`config.mk`:
```
export PLATFORM = sky130hd
export DESIGN_NAME = dac_step_sequencer
export DESIGN_NICKNAME = d
export VERILOG_FILES = /design/src/rtl/dac_seq_pkg.sv /design/src/rtl/dac_seq_ch_sel.sv /design/src/rtl/dac_step_sequencer.sv
export SDC_FILE = /design/constraint.sdc
export NUM_CORES = 1
export LEC_CHECK = 0
export ABC_AREA = 1
export CAP_MARGIN = 10
export CORE_AREA = 2 2 158 190
export CTS_BUF_LIST = sky130_fd_sc_hd__clkbuf_4 sky130_fd_sc_hd__clkbuf_8
export DETAILED_ROUTE_END_ITERATION = 12
export DIE_AREA = 0 0 160 192
export GPL_TIMING_DRIVEN = 0
export PLACE_DENSITY = 0.49
export SYNTH_ARGS = -nofsm -noshare
export SYNTH_HDL_FRONTEND = slang
export SYNTH_SLANG_ARGS = --single-unit
```
`constraint.sdc`:
```
create_clock -name clk_i -period 4.4 [get_ports clk_i]
set_clock_uncertainty 0.15 [all_clocks]
set_input_delay 0.44 -clock clk_i [delete_from_list [all_inputs] [get_ports clk_i]]
set_output_delay 0.44 -clock clk_i [all_outputs]
set_load 0.05 [all_outputs]
```
`src/rtl/dac_seq_pkg.sv`:
```
// Shared types and encodings for the multi-channel DAC step sequencer.
package dac_seq_pkg;

  typedef enum logic [2:0] {
    S_IDLE     = 3'd0,
    S_LOAD     = 3'd1,
    S_WRITE    = 3'd2,
    S_WAIT_EOW = 3'd3,
    S_NEXT_CH  = 3'd4,
    S_DWELL    = 3'd5,
    S_STEP     = 3'd6
  } seq_state_e;

  localparam logic [1:0] MODE_RAMP   = 2'd0;
  localparam logic [1:0] MODE_TRI    = 2'd1;
  localparam logic [1:0] MODE_SAW    = 2'd2;
  localparam logic [1:0] MODE_SINGLE = 2'd3;

endpackage : dac_seq_pkg

```
`src/rtl/dac_seq_ch_sel.sv`:
```
// Channel selector: finds the next set mask bit above the pointer, or the
// lowest set bit when from_lowest is high.
module dac_seq_ch_sel #(
  parameter int unsigned NUM_CH = 4,
  parameter int unsigned CH_W   = (NUM_CH > 1) ? $clog2(NUM_CH) : 1
) (
  input  logic [NUM_CH-1:0] mask,
  input  logic [CH_W-1:0]   ptr,
  input  logic              from_lowest,
  output logic [CH_W-1:0]   idx_c,
  output logic              valid_c
);

  always_comb begin
    idx_c   = '0;
    valid_c = 1'b0;
    for (int unsigned i = 0; i < NUM_CH; i++) begin
      if (!valid_c && mask[i] && (from_lowest || (CH_W'(i) > ptr))) begin
        idx_c   = CH_W'(i);
        valid_c = 1'b1;
      end
    end
  end

endmodule : dac_seq_ch_sel

```
`src/rtl/dac_step_sequencer.sv`:
```
// Multi-channel DAC voltage-step sequencer: walks a code through ramp,
// triangle, sawtooth or single-write patterns and issues SPI writes per channel.
module dac_step_sequencer
  import dac_seq_pkg::*;
#(
  parameter int unsigned DATA_W  = 12,
  parameter int unsigned NUM_CH  = 4,
  parameter int unsigned DWELL_W = 24,
  parameter int unsigned CH_W    = (NUM_CH > 1) ? $clog2(NUM_CH) : 1
) (
  input  logic               clk_i,
  input  logic               rst_ni,
  input  logic               start_i,
  input  logic               abort_i,
  input  logic [1:0]         mode_i,
  input  logic [NUM_CH-1:0]  ch_mask_i,
  input  logic [DATA_W-1:0]  code_start_i,
  input  logic [DATA_W-1:0]  code_stop_i,
  input  logic [DATA_W-1:0]  step_i,
  input  logic [DWELL_W-1:0] dwell_i,
  input  logic               eow_i,
  output logic               spi_start_o,
  output logic [DATA_W-1:0]  spi_data_o,
  output logic [CH_W-1:0]    spi_ch_o,
  output logic               busy_o,
  output logic               eov_o,
  output logic               done_o,
  output logic               err_o
);

  seq_state_e         state_q, state_d;
  logic [DATA_W-1:0]  code_q, code_d;
  logic [CH_W-1:0]    ptr_q, ptr_d;
  logic [DWELL_W-1:0] cnt_q, cnt_d;
  logic               abort_q, abort_d;
  logic               dir_up_q, dir_up_d;
  logic [1:0]         mode_q, mode_d;
  logic [NUM_CH-1:0]  mask_q, mask_d;
  logic [DATA_W-1:0]  start_q, start_d;
  logic [DATA_W-1:0]  stop_q, stop_d;
  logic [DATA_W-1:0]  step_q, step_d;
  logic [DWELL_W-1:0] dwell_q, dwell_d;
  logic               done_c, err_c;

  logic [NUM_CH-1:0]  sel_mask;
  logic               sel_lowest;
  logic [CH_W-1:0]    sel_idx_c;
  logic               sel_valid_c;

  logic [DATA_W:0]    sum_w, diff_w;
  logic [DATA_W-1:0]  up_next, dn_next;

  // LOAD sees the incoming mask; STEP restarts from the lowest latched channel
  assign sel_mask   = (state_q == S_LOAD) ? ch_mask_i : mask_q;
  assign sel_lowest = (state_q == S_LOAD) || (state_q == S_STEP);

  dac_seq_ch_sel #(
    .NUM_CH (NUM_CH),
    .CH_W   (CH_W)
  ) u_ch_sel (
    .mask        (sel_mask),
    .ptr         (ptr_q),
    .from_lowest (sel_lowest),
    .idx_c       (sel_idx_c),
    .valid_c     (sel_valid_c)
  );

  // Step arithmetic with one guard bit; results clamp into [start, stop]
  assign sum_w   = {1'b0, code_q} + {1'b0, step_q};
  assign diff_w  = {1'b0, code_q} - {1'b0, step_q};
  assign up_next = (sum_w > {1'b0, stop_q}) ? stop_q : sum_w[DATA_W-1:0];
  assign dn_next = (diff_w[DATA_W] || (diff_w[DATA_W-1:0] < start_q)) ?
                   start_q : diff_w[DATA_W-1:0];

  always_comb begin
    state_d  = state_q;
    code_d   = code_q;
    ptr_d    = ptr_q;
    cnt_d    = cnt_q;
    abort_d  = abort_q;
    dir_up_d = dir_up_q;
    mode_d   = mode_q;
    mask_d   = mask_q;
    start_d  = start_q;
    stop_d   = stop_q;
    step_d   = step_q;
    dwell_d  = dwell_q;
    done_c   = 1'b0;
    err_c    = 1'b0;

    if ((state_q != S_IDLE) && abort_i) begin
      abort_d = 1'b1;
    end

    unique case (state_q)
      S_IDLE: begin
        if (start_i) begin
          if ((ch_mask_i != '0) && (code_start_i <= code_stop_i)) begin
            state_d = S_LOAD;
          end else begin
            err_c = 1'b1;
          end
        end
      end
      S_LOAD: begin
        mode_d   = mode_i;
        mask_d   = ch_mask_i;
        start_d  = code_start_i;
        stop_d   = code_stop_i;
        step_d   = (step_i == '0) ? DATA_W'(1) : step_i;
        dwell_d  = dwell_i;
        code_d   = code_start_i;
        dir_up_d = 1'b1;
        ptr_d    = sel_idx_c;
        if (abort_i) begin
          state_d = S_IDLE;
          done_c  = 1'b1;
        end else begin
          state_d = S_WRITE;
        end
      end
      S_WRITE: state_d = S_WAIT_EOW;
      S_WAIT_EOW: begin
        if (eow_i) state_d = S_NEXT_CH;
      end
      S_NEXT_CH: begin
        if (sel_valid_c) begin
          ptr_d   = sel_idx_c;
          state_d = S_WRITE;
        end else if (abort_q || (mode_q == MODE_SINGLE)) begin
          state_d = S_IDLE;
          done_c  = 1'b1;
        end else if (dwell_q == '0) begin
          state_d = S_STEP;
        end else begin
          cnt_d   = dwell_q;
          state_d = S_DWELL;
        end
      end
      S_DWELL: begin
        cnt_d = cnt_q - DWELL_W'(1);
        if (abort_i || abort_q) begin
          state_d = S_IDLE;
          done_c  = 1'b1;
        end else if (cnt_q == DWELL_W'(1)) begin
          state_d = S_STEP;
        end
      end
      S_STEP: begin
        ptr_d   = sel_idx_c;
        state_d = S_WRITE;
        if (abort_i || abort_q) begin
          state_d = S_IDLE;
          done_c  = 1'b1;
        end else begin
          unique case (mode_q)
            MODE_RAMP: begin
              if (code_q == stop_q) begin
                state_d = S_IDLE;
                done_c  = 1'b1;
              end else begin
                code_d = up_next;
              end
            end
            MODE_TRI: begin
              // A degenerate triangle (start==stop) ends after its single step
              if (code_q == start_q && (!dir_up_q || code_q == stop_q)) begin
                state_d = S_IDLE;
                done_c  = 1'b1;
              end else if (!dir_up_q || (code_q == stop_q)) begin
                dir_up_d = 1'b0;
                code_d   = dn_next;
              end else begin
                code_d = up_next;
              end
            end
            MODE_SAW: begin
              code_d = (code_q == stop_q) ? start_q : up_next;
            end
            default: begin
              state_d = S_IDLE;
              done_c  = 1'b1;
            end
          endcase
        end
      end
      default: state_d = S_IDLE;
    endcase

    if (state_d == S_IDLE) begin
      abort_d = 1'b0;
    end
  end

  always_ff @(posedge clk_i or negedge rst_ni) begin
    if (!rst_ni) begin
      state_q     <= S_IDLE;
      code_q      <= '0;
      ptr_q       <= '0;
      cnt_q       <= '0;
      abort_q     <= 1'b0;
      dir_up_q    <= 1'b1;
      mode_q      <= MODE_RAMP;
      mask_q      <= '0;
      start_q     <= '0;
      stop_q      <= '0;
      step_q      <= '0;
      dwell_q     <= '0;
      spi_start_o <= 1'b0;
      busy_o      <= 1'b0;
      eov_o       <= 1'b1;
      done_o      <= 1'b0;
      err_o       <= 1'b0;
    end else begin
      state_q     <= state_d;
      code_q      <= code_d;
      ptr_q       <= ptr_d;
      cnt_q       <= cnt_d;
      abort_q     <= abort_d;
      dir_up_q    <= dir_up_d;
      mode_q      <= mode_d;
      mask_q      <= mask_d;
      start_q     <= start_d;
      stop_q      <= stop_d;
      step_q      <= step_d;
      dwell_q     <= dwell_d;
      spi_start_o <= (state_d == S_WRITE);
      busy_o      <= (state_d != S_IDLE);
      eov_o       <= (state_d == S_IDLE);
      done_o      <= done_c;
      err_o       <= err_c;
    end
  end

  assign spi_data_o = code_q;
  assign spi_ch_o   = ptr_q;

endmodule : dac_step_sequencer
```
==> results by group <==
Die
  • Die height: 192 µm
  • Core area: around 29000 µm²
  • Starting density of the core: 0.298
  • I/O Pins: 90
  • DIE AREA: around 31000 µm²
  • Rows: just under 70
  • DIE WIDTH: 160 µm

Synth
  • Sequential area share after synthesis: 0.334
  • EDFF count, synth: 0
  • Syn Nets: roughly 1400
  • Post-synthesis cell type count: 47
  • Synth Warn #: 0
  • Async SR Flop Fraction: 1.00
  • Synth area leader: dfrtp_1
  • Cells after synthesis: between 1000 and 1500
  • Syn avg cell area: about 7.0 µm²
  • Synth Register Bits: 114
  • Area of the mapped netlist: ~8600 µm²
  • Area share of the largest cell type after synthesis: 0.328
  • Top area cells in the synthesized netlist: dfrtp_1 (33%), nand2_1 (13%), ha_1 (9.5%)
  • Synth Flop Type: dfrtp_1

STA
  • RSZ-0062 raised after global routing: no
  • Hold Fails Final Rpt: 0
  • Slew margin rel.: 0.346
  • Hold WS: 322 ps
  • Slew of the pin with the lowest slew margin: between 900 and 1000 ps
  • Fin crit share: 0.934
  • Slew Limit Fails: 0
  • Fmax: roughly 240 MHz
  • Period minus WS final: between 4000 and 5000 ps
  • Setup violators final: 0

Place
  • I/O Buffers: 89
  • Routability cong.: around 0.9
  • Post-DP HPWL: 22800 µm

Critical path
  • Required time of the worst setup path: 4590 ps
  • Cell chain of the critical path: ha_1, inv_1, fa_1, inv_1, nand2_1, nand2_1, a21oi_1, o21ai_0, xor2_1, inv_1, ha_1, nand4_1, nor3_2, nand3_2, nand2_2, buf_6, nand2_1, o211ai_1, nand2_1, o21ai_0, nand2_1
  • Arrival time at the worst endpoint: between 4000 and 5000 ps
  • Slowest-stage cell, CP: fa_1
  • Worst setup SP type: register
  • Crit Path Class: reg2reg
  • Crit-path leading delay family: simple AND/OR/NAND/NOR gates
  • Slowest stage delay, CP: roughly 420 ps
  • Most repeated library cell on the critical path: nand2_1
  • WP buf/inv: 4
  • Worst Setup End Kind: register
  • Critical Path Fanout Max: 10

Route
  • Iteration-0 DRC Markers: around 430
  • Routed WL: ~29000 µm
  • Via-to-Cell Ratio: around 4.7
  • DRC: 0
  • Pre-Repair DR Iteration Count: 5
  • DR vias: between 8000 and 9000
  • Routed len/inst: 16.5 µm
  • Post-route ant nets: 0

Layout
  • Ant diodes: 0
  • Fraction of layout cells with a size suffix above 1: 0.0661
  • Most frequent cells in the layout: nand2_1 (306), inv_1 (172), nor2_1 (112)
  • Final core occ: 0.362
  • Synth-to-Final Area Change: 21.6%
  • Most common cell after layout, fill and taps aside: nand2_1
  • Layout fillers: about 3200
  • Nets: around 1500

Clocking
  • Clock sinks: 114
  • Worst skew pair latency: around 470 ps
  • Clock root buffer: clkbuf_8
  • CTS max path bufs: 2
  • Clock-pin slew of the registers on the worst-case setup and hold paths: roughly 70 ps
  • H-tree Lvls: 4
  • CTS tree: done
  • Clock buffer count from CTS: 17

Run status
  • Status: completed

Global route
  • Vias in the first global route: 8337
  • Initial antenna violation count: 1
  • First-pass GRT wire length: 44900 µm
  • GRT Util Overall: 0.190
  • Total grt overflow: 0
  • Largest net degree at the start of global routing: slightly above 70

Job
  • Maxcap violations: 0

Worst hold path
  • Worst min-delay path class: in2async
[logic make-up (layout without fill, tap and decap cells)]
family / count (synthesis) / after routing / synth area share
buffers and inverters: 215 / 340 / 0.0990
xor gates and xnor gates: 37 / 37 / 0.0379
AOI/OAI and AO/OA: 231 / 231 / 0.149
adders and majority gates: 67 / 67 / 0.0997
DFF: 114 / 114 / 0.334
and+or+nand+nor: 558 / 558 / 0.280
[final timing paths]
check,from,end,slack (ps),cells after the start
worst max-delay path,spi_data_o[0],spi_data_o[7],290,21
worst min-delay path,rst_ni,dwell_q[9],320,2
worst max register to register,spi_data_o[0],spi_data_o[7],290,21
worst min register to register,mask_q[2],mask_q[2],330,2
max in group asynchronous,rst_ni,eov_o,3000,3
min in group clk_i,mask_q[2],mask_q[2],330,2
[routing by layer]
layer | global-route usage | wire length, µm
met1 | 0.215 | 12000
met2 | 0.354 | 14600
met3 | 0.0350 | 1040
met4 | 0.0728 | 931
met5 | 0 | 0
[Yosys cell counts (all sizes together) (2+ instances only)]
library cell    n
dfrtp         112
nor4            8
fa              2
a211oi          5
nand3          56
a31oi           6
o21a            4
dfstp           2
o22ai           3
buf            16
clkbuf         21
a22oi           2
nand2         310
o2111ai         4
ha             65
nor2          117
o21bai          4
inv           178
o21ai         109
or2             6
xnor2           9
xor2           28
nor3           34
a21oi          79
nand4          24
o211ai         10
[worst reg2reg max path: stages, from the launching register on]
cell,delay [ps]
dfrtp_2,390
ha_1,220
inv_1,100
fa_1,420
inv_1,130
nand2_1,70
nand2_1,150
a21oi_1,130
o21ai_0,210
xor2_1,230
inv_1,70
ha_1,310
nand4_1,150
nor3_2,300
nand3_2,170
nand2_2,150
buf_6,160
nand2_1,70
o211ai_1,110
nand2_1,70
o21ai_0,170
nand2_1,70
[what timing repair did]
item	4_1_cts	5_1_grt
endpoints found under the hold margin	43	0
cloned	0	0
pin swaps	0	2
resized for setup	1	6
setup buffers	0	2
endpoints found under the setup margin	6	12
hold buffers	1	0
[stage by stage]
step / TNS [ps] / cell area [µm²] / setup slack, ps / instances
after global routing: 0 / 10400 / 5.85 / 1732
after floorplan: 0 / 8560 / 564 / 1222
final: 0 / 10400 / 292 / 1732
after global placement: -242750 / 9930 / -2170 / 1696
after CTS: 0 / 10400 / 3.83 / 1730
after detailed placement: -379 / 9960 / -104 / 1697
[area by class of cell]
class / count / area [µm²] / area share
Buffer: 37 / 179 / 0.0172
Timing Repair Buffer: 93 / 945 / 0.0908
Clock buffer: 22 / 290 / 0.0279
Tap cell: 385 / 482 / 0.0463
Sequential cell: 114 / 2860 / 0.275
Clock inverter: 10 / 108 / 0.0103
Inverter: 178 / 668 / 0.0642
Multi-Input combinational cell: 893 / 4870 / 0.468
[registers in the layout, summed over array words and instances, names as in the netlist, 2 cells and up]
signal	count
cnt_q	24
state_q	3
mask_q	4
start_q	12
step_q	12
mode_q	2
dwell_q	24
stop_q	12
spi_ch_o	2
spi_data_o	12
Power is not shown: default switching activity piles up to over one toggle a cycle in this logic, so the estimate is an artifact.
